<file path="config.mk">
export PLATFORM = sky130hd
export DESIGN_NAME = sequence_detector_prog
export DESIGN_NICKNAME = d
export VERILOG_FILES = /design/src/rtl/sequence_detector_prog.sv
export SDC_FILE = /design/constraint.sdc
export NUM_CORES = 1
export LEC_CHECK = 0
export CAP_MARGIN = 20
export CELL_PAD_IN_SITES_DETAIL_PLACEMENT = 0
export CELL_PAD_IN_SITES_GLOBAL_PLACEMENT = 2
export CORE_UTILIZATION = 25
export DETAILED_ROUTE_END_ITERATION = 10
export PLACE_DENSITY = 0.65
export SLEW_MARGIN = 30
export SYNTH_ARGS = -nofsm -noshare
export SYNTH_HDL_FRONTEND = slang
export SYNTH_SLANG_ARGS = --single-unit
</file>
<file path="constraint.sdc">
create_clock -name clk -period 3.7 [get_ports clk]
set_input_delay 0.555 -clock clk [delete_from_list [all_inputs] [get_ports clk]]
set_output_delay 0.555 -clock clk [all_outputs]
set_load 0.005 [all_outputs]
</file>
<file path="src/rtl/sequence_detector_prog.sv">
// Runtime-programmable serial pattern detector with overlap control, a din_valid
// qualifier and a saturating match counter. Out of reset it detects 11011, overlapping.
module sequence_detector_prog #(
  parameter int           N           = 8,
  parameter int           CNT_W       = 16,
  parameter logic [N-1:0] DEFAULT_PAT = 'b0001_1011,
  parameter int           DEFAULT_LEN = 5,
  parameter bit           DEFAULT_OVL = 1'b1,
  localparam int          LW          = $clog2(N + 1)
) (
  input  logic             clk,
  input  logic             rst,
  input  logic             din,
  input  logic             din_valid,
  input  logic             cfg_load,
  input  logic [N-1:0]     pat_in,
  input  logic [LW-1:0]    pat_len,
  input  logic             ovl_in,
  input  logic             cnt_clr,
  output logic             dout,
  output logic [CNT_W-1:0] match_cnt,
  output logic             cfg_err
);

  localparam logic [CNT_W-1:0] CNT_MAX = '1;

  logic [N-1:0]     hist_q, hist_d, hist_n;
  logic [LW-1:0]    fill_q, fill_d, fill_n;
  logic [N-1:0]     pat_q, pat_d;
  logic [LW-1:0]    len_q, len_d;
  logic             ovl_q, ovl_d;
  logic             dout_q, dout_d;
  logic             cfg_err_q, cfg_err_d;
  logic [CNT_W-1:0] cnt_q, cnt_d;
  logic [N-1:0]     len_mask;
  logic             cfg_ok;
  logic             match;

  always_comb begin
    hist_d    = hist_q;
    fill_d    = fill_q;
    pat_d     = pat_q;
    len_d     = len_q;
    ovl_d     = ovl_q;
    cnt_d     = cnt_q;
    cfg_err_d = 1'b0;
    match     = 1'b0;
    cfg_ok    = cfg_load && (pat_len != '0) && (pat_len <= LW'(N));
    hist_n    = {hist_q[N-2:0], din};
    fill_n    = (fill_q >= LW'(N)) ? LW'(N) : fill_q + LW'(1);
    for (int i = 0; i < N; i++) begin
      len_mask[i] = (i < int'(len_q));
    end

    if (cfg_ok) begin
      // A new config restarts matching from an empty history; the current bit is dropped.
      pat_d  = pat_in;
      len_d  = pat_len;
      ovl_d  = ovl_in;
      hist_d = '0;
      fill_d = '0;
    end else begin
      // A rejected config still lets the data bit through.
      cfg_err_d = cfg_load;
      if (din_valid) begin
        match  = (fill_n >= len_q) && (((hist_n ^ pat_q) & len_mask) == '0);
        hist_d = hist_n;
        fill_d = (match && !ovl_q) ? '0 : fill_n;
      end
    end

    dout_d = match;
    if (cnt_clr) begin
      cnt_d = match ? CNT_W'(1) : '0;
    end else if (match && (cnt_q != CNT_MAX)) begin
      cnt_d = cnt_q + CNT_W'(1);
    end
  end

  always_ff @(posedge clk) begin
    if (rst) begin
      hist_q    <= '0;
      fill_q    <= '0;
      pat_q     <= DEFAULT_PAT;
      len_q     <= LW'(DEFAULT_LEN);
      ovl_q     <= DEFAULT_OVL;
      dout_q    <= 1'b0;
      cfg_err_q <= 1'b0;
      cnt_q     <= '0;
    end else begin
      hist_q    <= hist_d;
      fill_q    <= fill_d;
      pat_q     <= pat_d;
      len_q     <= len_d;
      ovl_q     <= ovl_d;
      dout_q    <= dout_d;
      cfg_err_q <= cfg_err_d;
      cnt_q     <= cnt_d;
    end
  end

  assign dout      = dout_q;
  assign match_cnt = cnt_q;
  assign cfg_err   = cfg_err_q;

endmodule

</file>
==> results of run 1 <==
==> how the worst min path moves through the flow <==
stage,startpoint,slack [ps],end,depth (start not counted)
final,match_cnt[13],500,match_cnt[13],2
after CTS,match_cnt[13],500,match_cnt[13],2
after detailed placement,match_cnt[13],490,match_cnt[13],2
after global routing,match_cnt[13],540,match_cnt[13],2
after floorplan,fill_q[2],480,fill_q[2],2
after global placement,match_cnt[4],490,match_cnt[4],2
==> layer usage <==
layer  vias up  share of wire
met2        22           0.42
met3         4          0.028
met5         -              0
met1       808           0.54
li1        936              -
met4         0         0.0084
==> state kept, by name (all words and copies together), names as in the netlist <==
register / count
dout: 1
match_cnt: 16
len_q: 4
cfg_err: 1
fill_q: 4
ovl_q: 1
hist_q: 7
pat_q: 8
==> worst reg2reg max path: cells and delay by family, from the launching register on <==
| family | cells | cell delay [ps] |
|---|---|---|
| compound gates | 2 | 230 |
| fa+ha+maj | 2 | 550 |
| buf+inv | 2 | 420 |
| flops | 1 | 410 |
| simple gates | 4 | 1340 |
==> area by class of cell <==
cell class / instances / area [um^2] / share of cell area
multi-input cells: 174 / 1185 / 0.4409
well taps: 105 / 131.4 / 0.04888
clock inverters: 2 / 37.54 / 0.01397
clock buffers: 6 / 72.57 / 0.02700
flip-flops and latches: 42 / 840.8 / 0.3128
inverters: 8 / 30.03 / 0.01117
repair buffers: 40 / 390.4 / 0.1453
==> cell usage in the layout, fill, tap and decap left out, types with 2 or more instances in the layout <==
master           synthesis  routed
dfxtp_1                 42      42
clkdlybuf4s50_1          0      36
nor2_1                  22      22
a21oi_1                 18      18
mux2i_1                 14      13
nand2_1                 10      10
nor2b_1                  9       9
o21ai_1                  9       9
nand3_1                  8       8
or3_1                    8       8
inv_1                    7       7
a211o_1                  7       7
ha_1                     7       7
or4_1                    6       6
o31ai_1                  6       6
xnor2_1                  5       5
nand2b_1                 5       5
nand4_1                  5       5
clkbuf_8                 0       5
xor2_1                   4       4
buf_4                    0       4
and3_1                   3       3
and4_1                   3       3
o2111ai_1                2       2
o211ai_1                 2       2
nor3b_1                  2       2
or2_2                    2       2
nand4_2                  2       2
==> power breakdown <==
part / leakage [nW] / total [mW] / switching (mW) / internal [mW]
registers: 0.341 / 0.474 / 0.0107 / 0.464
clock network: 0.0514 / 0.371 / 0.169 / 0.202
logic: 0.559 / 0.103 / 0.0499 / 0.0532
==> cells in the mapped netlist (all sizes together), types with 2 or more instances <==
cell,instances,area share
o2111ai,2,0.0083
ha,7,0.042
xor2,4,0.017
nand2b,5,0.015
nor2b,9,0.027
nor4,2,0.0089
inv,8,0.014
nor2,22,0.039
xnor2,5,0.021
and4,3,0.012
nor3b,2,0.0071
nand3,8,0.019
a211o,7,0.029
mux2i,14,0.066
clkbuf,6,0.011
nand4,7,0.027
o211ai,2,0.0071
or4,6,0.021
or3,8,0.024
o31ai,6,0.021
or2,2,0.0059
o21ai,10,0.024
and3,3,0.0089
buf,6,0.016
nand2,10,0.018
a21oi,18,0.043
dfxtp,42,0.40
==> logic make-up (layout without fill, tap and decap cells) <==
group | after synthesis | in the layout | share of synthesized area
AO/OA/AOI/OAI | 53 | 53 | 0.1632
XOR/XNOR | 9 | 9 | 0.03739
adder cells (fa/ha/maj) | 7 | 7 | 0.04154
buffers and inverters | 20 | 56 | 0.04095
flip-flops | 42 | 42 | 0.3988
multiplexers | 14 | 14 | 0.06647
AND/OR/NAND/NOR | 91 | 91 | 0.2516
==> stage by stage <==
stage	util	total power [mW]	instance area, um^2
finish	0.3287	0.9480	2688
global route	0.3287	0.9984	2688
CTS	0.3287	0.9679	2688
detailed placement	0.3153	0.5900	2577
global placement	0.3153	0.5894	2577
floorplan	-	0.5464	2108
==> impl_metrics.env, run 1 <==
export IMPL_cts_path_max_buffers=2
export IMPL_report_final_hold_viol_count=0
export IMPL_cts_sinks=42
export IMPL_r2r_end="match_cnt[2]"
export IMPL_report_final_slew_viol_count=0
export IMPL_rows=33
export IMPL_postSynth_asyncResetShare=0
export IMPL_core_area_um2=8175
export IMPL_synth_seq_cells=42
export IMPL_worstPathRequired_ps=3930
export IMPL_route_detailed_drc=0
export IMPL_io_pins=37
export IMPL_grt_busiest_layer="met2"
export IMPL_criticalPathCategory="flop to flop"
export IMPL_grt_met3_usage=0.02832
export IMPL_cp_end_kind="flop"
export IMPL_tns_ps=0
export IMPL_path_cells="inv_1 > ha_1 > nor2b_1 > ha_1 > a2111oi_0 > nor4_2 > nand4_2 > buf_4 > or3_1 > a21oi_1"
export IMPL_ys_flop_type="dfxtp_1"
export IMPL_ys_seq_area_frac=0.3988
export IMPL_clkLatencyLatePin_ps=300
export IMPL_worst_path_largest_cell_delay_ps=480
export IMPL_cp_max_fo=23
export IMPL_fin_cells=377
export IMPL_ant_nets=0
export IMPL_nFillCells=879
export IMPL_gp_congestion=0.6869
export IMPL_dr_total_vias=1770
export IMPL_r2r_start="fill_q[0]"
export IMPL_wl_mm=5.117
export IMPL_die_area_um2=8804
export IMPL_grt_max_degree=24
export IMPL_setup_viol=0
export IMPL_die_y_um=93.83
export IMPL_hold_path_class="flop to flop"
export IMPL_grt_met1_usage=0.1756
export IMPL_synthCells=236
export IMPL_synth_edf_count=0
export IMPL_fin_crit_sh=0.8134
export IMPL_clock_root_buffer="clkbuf_8"
export IMPL_critPathTopFamily="simple AND/OR/NAND/NOR gates"
export IMPL_fin_ws_ps=690.3
export IMPL_p_leak_nw=0.9520
export IMPL_dp_hpwl_mm=3.564
export IMPL_powerDensity_nw_per_um2=352.7
export IMPL_h_tree_depth=2
export IMPL_cts_made_buffers=5
export IMPL_layout_nets=297
export IMPL_critPathLaunchType="flop"
export IMPL_die_w_um=93.83
export IMPL_first_global_vias=1702
export IMPL_skew_ps=10.58
export IMPL_worst_path_most_repeated_cell="ha_1"
export IMPL_dp_slack_ps=624.8
export IMPL_gr_total_overflow=0
export IMPL_ys_types=45
export IMPL_rrSetupSlack_ps=690
export IMPL_grtUsageMet2=0.1861
export IMPL_reg2reg_depth=10
export IMPL_crit_start="fill_q[0]"
export IMPL_cts_setup_buffers=0
export IMPL_first_pass_iters=4
export IMPL_wl_per_cell_um=13.57
export IMPL_syn_avg_cell_area_um2=8.933
export IMPL_grt_antenna_before_repair=0
export IMPL_netlist_area_um2=2108
export IMPL_status="finished clean"
export IMPL_tightest_slew_ps=530.6
export IMPL_rsz0062_at_grt="false"
export IMPL_start_util=0.2579
export IMPL_clk_pin_slew_ps=80
export IMPL_ir_worst_vdd_mv=0.1441
export IMPL_post_cts_resized=0
export IMPL_syn2layout_area_growth_pct=27.48
export IMPL_diodes=0
export IMPL_critical_path_depth=10
export IMPL_maxCapViolations=0
export IMPL_final_min_clock_period_ps=3010
export IMPL_drtIter0Drc=26
export IMPL_endpoint="match_cnt[2]"
export IMPL_groute_usage_overall=0.1250
export IMPL_cts_tree="built"
export IMPL_max_freq_mhz=332.3
export IMPL_dp_cells=369
export IMPL_ys_warn_count=0
export IMPL_port_buffers=36
export IMPL_slowest_stage="nand4_2"
export IMPL_grt_pass1_wl_mm=8.480
export IMPL_crit_buf_inv=2
export IMPL_cts_hold_buffers=0
export IMPL_drive_gt1_frac=0.07721
export IMPL_viasPerCell=4.695
export IMPL_slew_headroom=0.6371
export IMPL_timing_hold_ws_ps=496.3
export IMPL_synth_nets=262
export IMPL_worstPathArrival_ps=3240
Note: power is estimated with default switching activity, not from simulation.
==> inputs of run 2 (changes only) <==
- PLACE_DENSITY: 0.65 -> 0.67
- clock period: 3.7 -> 2.7 ns (I/O delays scaled with it)
==> run 2 against run 1 <==
  * Cell count is 4.0% higher
  * Clock power is 64% higher
  * Non-clock buffer count is 15 higher
  * Flip-flop and latch count stayed put
  * Design area is 10% higher
  * Critical path type unchanged
  * Largest cell class unchanged
==> impl_metrics.env, run 2 (synthesized netlist as in run 1, its figures left out) <==
export IMPL_grt_antenna_before_repair=0
export IMPL_core_area_um2=8175
export IMPL_hold_path_cell_count=2
export IMPL_gr_total_overflow=0
export IMPL_ir_worst_vdd_mv=0.2660
export IMPL_cts_sinks=42
export IMPL_skew_ps=5.559
export IMPL_die_y_um=93.83
export IMPL_first_global_vias=1713
export IMPL_rows=33
export IMPL_cp_end_kind="flop"
export IMPL_start_util=0.2579
export IMPL_h_tree_depth=2
export IMPL_die_w_um=93.83
export IMPL_cts_made_buffers=5
export IMPL_gp_congestion=0.7191
export IMPL_reg2reg_depth=14
export IMPL_report_final_hold_viol_count=0
export IMPL_maxCapViolations=0
export IMPL_report_final_slew_viol_count=0
export IMPL_die_area_um2=8804
export IMPL_wl_mm=5.228
export IMPL_p_leak_nw=1.076
export IMPL_wl_per_cell_um=13.34
export IMPL_io_pins=37
export IMPL_clock_root_buffer="clkbuf_8"
export IMPL_fin_crit_sh=0.9812
export IMPL_groute_usage_overall=0.1232
export IMPL_cp_max_fo=8
export IMPL_first_pass_iters=4
export IMPL_worstPathArrival_ps=2880
export IMPL_largest_reg_flops=16
export IMPL_port_buffers=36
export IMPL_fin_area_um2=2967
export IMPL_dpl_instance_area_um2=2665
export IMPL_tightest_slew_ps=409.9
export IMPL_viasPerCell=4.732
export IMPL_cts_hold_buffers=0
export IMPL_grt_pass1_wl_mm=8.355
export IMPL_status="finished clean"
export IMPL_slew_headroom=0.7262
export IMPL_syn2layout_area_growth_pct=40.71
export IMPL_drive_gt1_frac=0.1916
export IMPL_route_detailed_drc=0
export IMPL_most_common_layout_cells="dfxtp_1, clkdlybuf4s50_1, nor2_1"
export IMPL_diodes=0
export IMPL_layout_nets=312
export IMPL_critPathLaunchType="flop"
export IMPL_max_freq_mhz=377.5
export IMPL_ant_nets=0
export IMPL_cts_tree="built"
export IMPL_timing_hold_ws_ps=515.6
export IMPL_powerDensity_nw_per_um2=478.4
export IMPL_criticalPathCategory="flop to flop"
export IMPL_clkLatencyLatePin_ps=300
export IMPL_rsz0062_at_grt="true"
export IMPL_grt_max_degree=21
export IMPL_final_common_cell="dfxtp_1"
export IMPL_dp_hpwl_mm=3.583
export IMPL_cts_path_max_buffers=2
export IMPL_hold_path_class="flop to flop"
export IMPL_setup_viol=0
export IMPL_final_min_clock_period_ps=2649
export IMPL_drtIter0Drc=49
export IMPL_clk_pin_slew_ps=90
export IMPL_dr_total_vias=1855
export IMPL_worstPathRequired_ps=2940
run 2: cell count changes in the layout (fill, tap and decap cells not counted), moves of 3 or more:
| cell | change |
|---|---|
| buf_6 | +4 |
| or4_4 | +3 |
| a21oi_2 | +5 |
| buf_4 | +8 |
| or4_1 | -3 |
| a21oi_1 | -5 |
run 2: final timing paths:
check	from	to	slack, ps
worst min-delay path	match_cnt[13]	match_cnt[13]	520
worst max register to register	fill_q[0]	match_cnt[12]	50
worst max-delay path	fill_q[0]	match_cnt[12]	50
worst min register to register	match_cnt[13]	match_cnt[13]	520
run 2: metal layers:
layer,vias to the layer above,track usage,share of wire
met3,5,0.03074,0.029
li1,960,-,-
met4,0,0.04615,0.014
met2,25,0.1819,0.45
met1,865,0.1711,0.50
met5,-,0,0
run 2: area by class of cell:
class	instances	area (um^2)
tap	105	131.4
multi-input combinational	174	1275
fill	836	5209
inverter	8	30.03
clock inverter	3	68.82
timing repair buffer	55	550.5
sequential	42	842.1
clock buffer	5	68.82
run 2: power breakdown:
part	switching, mW	internal, mW
Sequential	0.0125	0.636
Combinational	0.0768	0.0852
Clock	0.238	0.371
run 2: timing repair:
action	4_1_cts	5_1_grt
resized for setup	0	29
setup endpoints to repair	0	15
setup buffers	0	5
run 2: worst max-delay path: stages, from the launching register on:
cell and delay [ps]:
dfxtp_2 330, buf_6 110, ha_4 150, xnor2_2 160, nor2_2 70, ha_1 280
o21a_1 130, nor2_2 50, nor4_4 300, nand4_2 160, buf_12 170, buf_8 130
buf_6 120, or3_1 300, a21oi_1 120
run 2: stage by stage:
step,cells,setup TNS (ps),power (mW),worst slack (ps),util
global route,392,-740.1,1.493,-102.5,0.3629
global placement,379,0,0.8129,103.9,0.3260
floorplan,236,0,0.7488,164.5,-
CTS,387,0,1.431,16.50,0.3428
finish,392,0,1.419,50.75,0.3629
detailed placement,379,0,0.8124,40.53,0.3260
==> inputs of run 3 (changes only) <==
- CORE_MARGIN: default -> 2
==> run 3 against run 2 <==
  * Fmax increased by 1.2%
  * Clock-buffer cell count is 1 higher
  * Cell count fell by 0.77%
  * Worst setup slack better by 32 ps
  * Die area up 4.3%
  * Combinational power about the same
  * First-iteration DRC count is 33% higher
  * Global-route usage down 0.54 points
  * Register-to-register slack better by 30 ps
  * Largest cell class unchanged
  * Highest routed layer unchanged
==> impl_metrics.env, run 3 (synthesized netlist as in run 1, its figures left out) <==
export IMPL_first_pass_iters=4
export IMPL_start_util=0.2579
export IMPL_min_from="match_cnt[9]"
export IMPL_hold_path_class="flop to flop"
export IMPL_worstPathRequired_ps=2930
export IMPL_first_global_vias=1670
export IMPL_tightest_slew_ps=343.0
export IMPL_switchingPower_mw=0.3178
export IMPL_grt_pass1_wl_mm=8.369
export IMPL_ant_nets=0
export IMPL_skew_ps=12.37
export IMPL_diodes=0
export IMPL_intPower_mw=0.9969
export IMPL_ff_latch_area_um2=845.8
export IMPL_dp_slack_ps=30.91
export IMPL_h_tree_depth=2
export IMPL_cts_sinks=42
export IMPL_critPathLaunchType="flop"
export IMPL_criticalPathCategory="flop to flop"
export IMPL_port_buffers=36
export IMPL_io_pins=37
export IMPL_dr_total_vias=1852
export IMPL_die_w_um=95.83
export IMPL_most_common_layout_cells="dfxtp_1, clkdlybuf4s50_1, nor2_1"
export IMPL_route_detailed_drc=0
export IMPL_cp_max_fo=8
export IMPL_r2r_start="fill_q[1]"
export IMPL_nFillCells=858
export IMPL_layout_nets=309
export IMPL_slew_headroom=0.7709
export IMPL_status="finished clean"
export IMPL_p_clk_frac=0.384
export IMPL_crit_start="fill_q[1]"
export IMPL_tns_ps=0
export IMPL_p_seq_frac=0.493
export IMPL_report_final_hold_viol_count=0
export IMPL_p_comb_frac=0.123
export IMPL_clk_pin_slew_ps=90
export IMPL_drive_gt1_frac=0.1761
export IMPL_cts_made_buffers=5
export IMPL_p_leak_nw=1.038
export IMPL_drtIter0Drc=65
export IMPL_worstPathArrival_ps=2850
export IMPL_rsz0062_at_grt="true"
export IMPL_clkLatencyLatePin_ps=290
export IMPL_timing_hold_ws_ps=512.1
export IMPL_final_core_util=0.3566
export IMPL_wl_per_cell_um=13.66
export IMPL_max_freq_mhz=382.1
export IMPL_grt_antenna_before_repair=0
export IMPL_grt_max_degree=21
export IMPL_clock_root_buffer="clkbuf_8"
export IMPL_core_area_um2=8175
export IMPL_cts_tree="built"
export IMPL_rrSetupSlack_ps=80
export IMPL_powerDensity_nw_per_um2=451.0
export IMPL_ir_worst_vdd_mv=0.2153
export IMPL_syn2layout_area_growth_pct=38.28
export IMPL_viasPerCell=4.761
export IMPL_fin_ws_ps=82.86
export IMPL_maxCapViolations=0
export IMPL_worst_path_largest_cell_delay_ps=500
export IMPL_setup_viol=0
export IMPL_path_cells="inv_1 > ha_1 > nor2b_4 > ha_4 > a2111oi_2 > nor4_2 > nand4_2 > buf_12 > or4_1 > a21oi_1"
export IMPL_switching_share=0.2417
export IMPL_rows=33
export IMPL_gr_total_overflow=0
export IMPL_fin_crit_sh=0.9693
export IMPL_cts_path_max_buffers=2
export IMPL_final_common_cell="dfxtp_1"
export IMPL_dp_hpwl_mm=3.659
export IMPL_slowest_stage="or4_1"
export IMPL_die_area_um2=9183
export IMPL_multi_input_area_um2=1276
export IMPL_die_y_um=95.83
export IMPL_report_final_slew_viol_count=0
export IMPL_largest_reg_flops=16
export IMPL_cp_end_kind="flop"
export IMPL_groute_usage_overall=0.1178
export IMPL_final_min_clock_period_ps=2617
export IMPL_gp_congestion=0.7032
export IMPL_wl_mm=5.315
-- run 3: changes by cell type in the layout (fill, tap and decap cells not counted), sizes merged --
cell	delta
clkbuf	+2
buf	-4
bufinv	-1
clkinvlp	+1
clkinv	-1
-- run 3: area by class of cell --
| type | count | share of cell area |
|---|---|---|
| clock inverters | 2 | 0.01288 |
| multi-input cells | 174 | 0.4378 |
| clock buffers | 6 | 0.02489 |
| inverters | 8 | 0.01030 |
| repair buffers | 52 | 0.1790 |
| flip-flops and latches | 42 | 0.2901 |
| well taps | 105 | 0.04506 |
-- run 3: worst max-delay path: cells and delay by family, from the launching register on --
| family | cells | cell delay, ps |
|---|---|---|
| simple gates | 4 | 1210 |
| fa+ha+maj | 2 | 510 |
| flops | 1 | 370 |
| buf+inv | 2 | 250 |
| compound gates | 2 | 210 |
-- run 3: path summary, 6_finish.rpt --
path	endpoint	cells after the start
worst max-delay path	match_cnt[13]	10
worst min-delay path	match_cnt[9]	2
worst max register to register	match_cnt[13]	10
worst min register to register	match_cnt[9]	2
-- run 3: power by group through the flow --
| stage | Combinational, mW | Clock, mW | Sequential, mW |
|---|---|---|---|
| after floorplan | 0.0881 | 0 | 0.661 |
| after global placement | 0.150 | 0 | 0.663 |
| after detailed placement | 0.149 | 0 | 0.663 |
| after CTS | 0.150 | 0.523 | 0.648 |
| after global routing | 0.180 | 0.555 | 0.651 |
| final | 0.162 | 0.505 | 0.648 |
-- run 3: repair_timing --
item | CTS | global route
setup endpoints to repair | 0 | 11
buffers inserted | 0 | 4
gates resized for setup | 0 | 25
hold buffers | 0 | 0
-- run 3: stage by stage --
step / cell area (um^2) / cells / power, mW
2_1_floorplan: 2108 / 236 / 0.7488
3_3_place_gp: 2650 / 377 / 0.8125
3_5_place_dp: 2650 / 377 / 0.8121
4_1_cts: 2760 / 385 / 1.322
5_1_grt: 2915 / 389 / 1.386
6_report: 2915 / 389 / 1.315
-- run 3: routing by layer --
layer / up-vias / GRT usage / wire length (um)
met2: 40 / 0.1766 / 2339
met5: - / 0 / 0
li1: 956 / - / -
met3: 4 / 0.02819 / 226
met1: 852 / 0.1683 / 2700
met4: 0 / 0.03214 / 48
